File: src/rtl/dphy_tx_lane_framer.sv
// D-PHY HS lane framer: prepare zeros, 0xB8 sync, payload, polarity-opposite trailer, LP exit gap.
// Accepted byte appears on hs_byte_o one cycle later; ready is held only while streaming, and a dropped valid ends the burst.
module dphy_tx_lane_framer #(
    parameter int unsigned PREP_CYCLES  = 4,
    parameter int unsigned TRAIL_CYCLES = 4,
    parameter int unsigned EXIT_CYCLES  = 8
) (
    input  logic       clk_i,
    input  logic       rst_n_i,
    input  logic [7:0] pkt_data_i,
    input  logic       pkt_valid_i,
    input  logic       pkt_last_i,
    output logic       pkt_ready_o,
    output logic       hs_en_o,
    output logic [7:0] hs_byte_o,
    output logic       busy_o,
    output logic       underflow_o
);

    localparam logic [2:0] S_IDLE  = 3'd0;
    localparam logic [2:0] S_PREP  = 3'd1;
    localparam logic [2:0] S_SYNC  = 3'd2;
    localparam logic [2:0] S_DATA  = 3'd3;
    localparam logic [2:0] S_TRAIL = 3'd4;
    localparam logic [2:0] S_EXIT  = 3'd5;

    localparam logic [7:0] SYNC_BYTE = 8'hB8;
    localparam logic [7:0] PREP_LD   = 8'(PREP_CYCLES);
    localparam logic [7:0] TRAIL_LD  = 8'(TRAIL_CYCLES);
    localparam logic [7:0] EXIT_LD   = 8'(EXIT_CYCLES);

    logic [2:0] state_q, state_d;
    logic [7:0] cnt_q, cnt_d;
    logic [7:0] byte_q, byte_d;
    logic       done_q, done_d;
    logic       uf_q, uf_d;
    logic [7:0] trail_byte;

    // done_q marks the cycle that shows the last payload byte; ready is already low there
    assign pkt_ready_o = (state_q == S_SYNC) || ((state_q == S_DATA) && !done_q);
    assign trail_byte  = byte_q[7] ? 8'h00 : 8'hFF;

    always_comb begin
        state_d = state_q;
        cnt_d   = cnt_q;
        byte_d  = byte_q;
        done_d  = done_q;
        uf_d    = 1'b0;
        case (state_q)
            S_IDLE: begin
                byte_d = 8'h00;
                done_d = 1'b0;
                if (pkt_valid_i) begin
                    state_d = S_PREP;
                    cnt_d   = PREP_LD;
                end
            end
            S_PREP: begin
                if (cnt_q == 8'd1) begin
                    state_d = S_SYNC;
                    cnt_d   = 8'd0;
                    byte_d  = SYNC_BYTE;
                end else begin
                    cnt_d = cnt_q - 8'd1;
                end
            end
            S_SYNC, S_DATA: begin
                if (done_q || !pkt_valid_i) begin
                    // normal end or starvation both close the burst off the byte now on the lane
                    state_d = S_TRAIL;
                    cnt_d   = TRAIL_LD;
                    byte_d  = trail_byte;
                    done_d  = 1'b0;
                    uf_d    = !done_q;
                end else begin
                    state_d = S_DATA;
                    byte_d  = pkt_data_i;
                    done_d  = pkt_last_i;
                end
            end
            S_TRAIL: begin
                if (cnt_q == 8'd1) begin
                    state_d = S_EXIT;
                    cnt_d   = EXIT_LD;
                    byte_d  = 8'h00;
                end else begin
                    cnt_d = cnt_q - 8'd1;
                end
            end
            S_EXIT: begin
                if (cnt_q == 8'd1) begin
                    state_d = S_IDLE;
                    cnt_d   = 8'd0;
                end else begin
                    cnt_d = cnt_q - 8'd1;
                end
            end
            default: begin
                state_d = S_IDLE;
                cnt_d   = 8'd0;
                byte_d  = 8'h00;
                done_d  = 1'b0;
            end
        endcase
    end

    always_ff @(posedge clk_i or negedge rst_n_i) begin
        if (!rst_n_i) begin
            state_q <= S_IDLE;
            cnt_q   <= 8'd0;
            byte_q  <= 8'h00;
            done_q  <= 1'b0;
            uf_q    <= 1'b0;
        end else begin
            state_q <= state_d;
            cnt_q   <= cnt_d;
            byte_q  <= byte_d;
            done_q  <= done_d;
            uf_q    <= uf_d;
        end
    end

    assign hs_en_o     = (state_q == S_PREP) || (state_q == S_SYNC) ||
                         (state_q == S_DATA) || (state_q == S_TRAIL);
    assign hs_byte_o   = byte_q;
    assign busy_o      = (state_q != S_IDLE);
    assign underflow_o = uf_q;

endmodule

File: config.mk
export PLATFORM = sky130hd
export DESIGN_NAME = dphy_tx_lane_framer
export DESIGN_NICKNAME = d
export VERILOG_FILES = /design/src/rtl/dphy_tx_lane_framer.sv
export SDC_FILE = /design/constraint.sdc
export NUM_CORES = 1
export LEC_CHECK = 0
export CAP_MARGIN = 20
export CORE_MARGIN = 4
export CORE_UTILIZATION = 50
export CTS_CLUSTER_DIAMETER = 60
export CTS_CLUSTER_SIZE = 16
export DETAILED_ROUTE_END_ITERATION = 10
export PLACE_DENSITY = 0.87
export SLEW_MARGIN = 20
export SYNTH_ARGS = -nofsm -noshare
export SYNTH_HDL_FRONTEND = slang
export SYNTH_SLANG_ARGS = --single-unit
File: constraint.sdc
create_clock -name clk_i -period 2.7 [get_ports clk_i]
set_clock_uncertainty 0.2 [all_clocks]
set_input_delay 0.54 -clock clk_i [delete_from_list [all_inputs] [get_ports clk_i]]
set_output_delay 0.54 -clock clk_i [all_outputs]
set_load 0.01 [all_outputs]
==> key figures <==
Run status
  – Status: finished clean

Clock tree
  – CTS tree: yes
  – Post-CTS Setup Inserts: 0
  – Clock latency on the worst-skew pair: 0.29 ns
  – H-tree levels: 1
  – Clock sinks: 21
  – Max clock buf depth: 2
  – Hold Buf Count CTS: 0
  – Post-CTS resize count: 0
  – CTS buffer count: 3
  – Clk slew on worst S/H paths: 0.12 ns
  – Root Driver: clkbuf_4

Synthesis
  – Warning count from the yosys run: 0
  – EDFF count, synth: 0
  – Net Count, Synth: 125
  – Syn avg cell area: between 9 and 10 um^2
  – Mapped Cells: between 100 and 150
  – Synth area leader: dfrtp_1
  – Post-synth ARST share: 100.0%
  – Synth unique cells: 35
  – Synthesized area: between 1000 and 1500 um^2
  – Yosys top cell area share: between 40 and 50%
  – Main synth FF type: dfrtp_1
  – Leading post-synthesis cells by cell area: dfrtp_1, a21oi_1, nand2_1
  – Seq/Total Area, Yosys: roughly half
  – Yosys reg bits: 21

Finish
  – Fin nets: approximately 150
  – Number of fill cells: between 150 and 200
  – Area delta synth->final: 27.59%
  – Antenna diode count: 0
  – Share of layout cells above drive strength 1: 8.696%
  – Post-layout util: 68.69%

Drt
  – Drt wl/cell: 15.17 um
  – DR pass1 iterations: 4
  – 1st-iter DRT viols: 16
  – DRC errors left: 0
  – Via count: 955
  – Vias per cell: just under 6
  – Post-Route WL: 2503 um
  – Antenna-violating nets left: 0

STA
  – Fin worst setup slack: roughly 0.18 ns
  – Hold Worst Slack: between 0.3 and 0.4 ns
  – Fin. max-slew vios: 0
  – Period utilization: 93.39%
  – Setup TNS Final: 0 ns
  – Slew @ Worst Pin: approximately 0.53 ns
  – Tmin final: ~2.5 ns
  – Final setup violating endpoints: 0
  – RSZ-0062 raised after global routing: false
  – Hold Vio Cnt, Final: 0
  – Max Freq: slightly below 0.4 GHz
  – Rel. slew slack: approximately 64%

Critical path
  – CP Launch Type: register
  – Data arrival time of the worst path: roughly 1.8 ns
  – Worst Setup End Kind: output port
  – Slowest cell on the critical path: clkdlybuf4s50_1
  – Crit Path Max Fanout: 12
  – Critical Path RT: roughly 2.0 ns
  – Slowest stage delay, CP: roughly 0.55 ns
  – CP cell instances: nand2b_1 > a21oi_1 > clkdlybuf4s50_1
  – Worst Path Class, Setup: register to output port

Die
  – Core ar.: 2022 um^2
  – # IOs: 24
  – DIE HEIGHT: 54.66 um
  – Initial core utilization: 53.84%
  – Chip width: about 55 um
  – Core Rows: 16
  – Die area: 2988 um^2

Global routing
  – GRT Util Overall: about a fifth
  – Total global routing overflow: 0
  – Antenna violations before repair: 0
  – Global-route wire length before repair: ~4500 um
  – Largest net degree at the start of global routing: 22
  – Vias in the first global route: between 900 and 1000

Pwr
  – Power Density: 1193 nW/um^2
  – Leak: ~0.6 nW
  – Max VDD drop: approximately 0.69 mV

Place
  – DP Worst Slack: 0.3791 ns
  – Placer Congestion: between 0.7 and 0.8
  – Post-DP HPWL: 1889 um
  – Number of I/O port buffers: 23

Flow run
  – Total of max-cap violations: 0

Worst hold path
  – Hold Crit Class: register to register
Yosys cell counts, types with 2 or more instances:
| master | count |
|---|---|
| a21oi_1 | 11 |
| buf_2 | 2 |
| mux2i_1 | 3 |
| mux2_1 | 2 |
| nor2b_1 | 2 |
| a221o_1 | 4 |
| nor2_1 | 4 |
| dfrtp_1 | 21 |
| ha_1 | 2 |
| nand2_1 | 11 |
| nand3b_1 | 3 |
| nand2b_1 | 2 |
| o21ai_1 | 2 |
| inv_1 | 10 |
| o21ai_0 | 4 |
| nor3_1 | 2 |
| a31oi_1 | 6 |
| o22ai_1 | 3 |
flip-flops by register name, summed over array words and instances (netlist names):
signal       cells
hs_byte_o        8
state_q          3
underflow_o      1
cnt_q            8
done_q           1
kinds of logic (layout without fill, tap and decap cells):
| logic type | after synthesis | in the layout | synth area share, % |
|---|---|---|---|
| fa+ha+maj | 2 | 2 | 2.298 |
| xor+xnor | 1 | 1 | 0.8047 |
| compound gates | 36 | 36 | 21.38 |
| buf+inv | 13 | 40 | 4.713 |
| flops | 21 | 21 | 48.28 |
| mux | 6 | 6 | 5.862 |
| simple gates | 32 | 32 | 16.67 |
power breakdown:
| part | switching [mW] | total, mW | internal (mW) |
|---|---|---|---|
| Clock | 0.0947 | 0.150 | 0.0551 |
| Combinational | 0.474 | 0.921 | 0.447 |
| Sequential | 0.141 | 0.586 | 0.446 |
| Total | 0.709 | 1.66 | 0.948 |
path summary, 6_finish.rpt:
check                             start  depth (start not counted)  slack [ns]           end
min                        hs_byte_o[3]                          2        0.34  hs_byte_o[3]
max reg2reg                  state_q[2]                          5        0.57      cnt_q[5]
max in group asynchronous       rst_n_i                          2        1.71      cnt_q[4]
min reg2reg                hs_byte_o[3]                          2        0.34  hs_byte_o[3]
min in group asynchronous       rst_n_i                          2        0.37      cnt_q[7]
max                          state_q[2]                          3        0.18   pkt_ready_o
cells in the final DEF (no fill, tap or decap), types with 2 or more instances in the layout:
cell type	n
ha_1	2
nand2_1	11
nand2b_1	2
nor3_1	2
a31oi_1	6
a21oi_1	11
nor2_1	4
inv_1	10
mux2i_1	3
o21ai_1	2
mux2_1	2
dfrtp_1	21
nor2b_1	2
o22ai_1	3
nand3b_1	3
o21ai_0	4
a221o_1	4
clkbuf_4	3
clkdlybuf4s50_1	23
buf_4	3
final cells by class:
type | instances | area (um^2) | area share [%]
multi-input cells | 77 | 511.7 | 36.85
inverters | 10 | 37.54 | 2.703
repair buffers | 26 | 252.7 | 18.20
flip-flops and latches | 21 | 525.5 | 37.84
clock buffers | 3 | 22.52 | 1.622
clock inverters | 1 | 5.005 | 0.3604
well taps | 27 | 33.78 | 2.432
metal layers:
layer | part of all wire (%) | global-route usage [%] | wire length, um
met1 | 46 | 26.58 | 1142
met2 | 49 | 34.06 | 1227
met3 | 5.2 | 3.542 | 129
met4 | 0.16 | 5.809 | 4
met5 | 0 | 0 | 0
per-stage QoR:
step	total power [mW]	cells	cell area, um^2
2_1_floorplan	1.149	111	1089
3_3_place_gp	1.467	161	1361
3_5_place_dp	1.505	161	1361
4_1_cts	1.662	165	1389
5_1_grt	1.805	165	1389
6_report	1.657	165	1389
worst max-delay path, delay by kind of cell (launching register included):
family | cells | cell delay (ns)
AO/OA/AOI/OAI | 1 | 0.14
buffers and inverters | 1 | 0.55
flip-flops | 1 | 0.52
AND/OR/NAND/NOR | 1 | 0.27
Power figures use the tool's default switching activity.
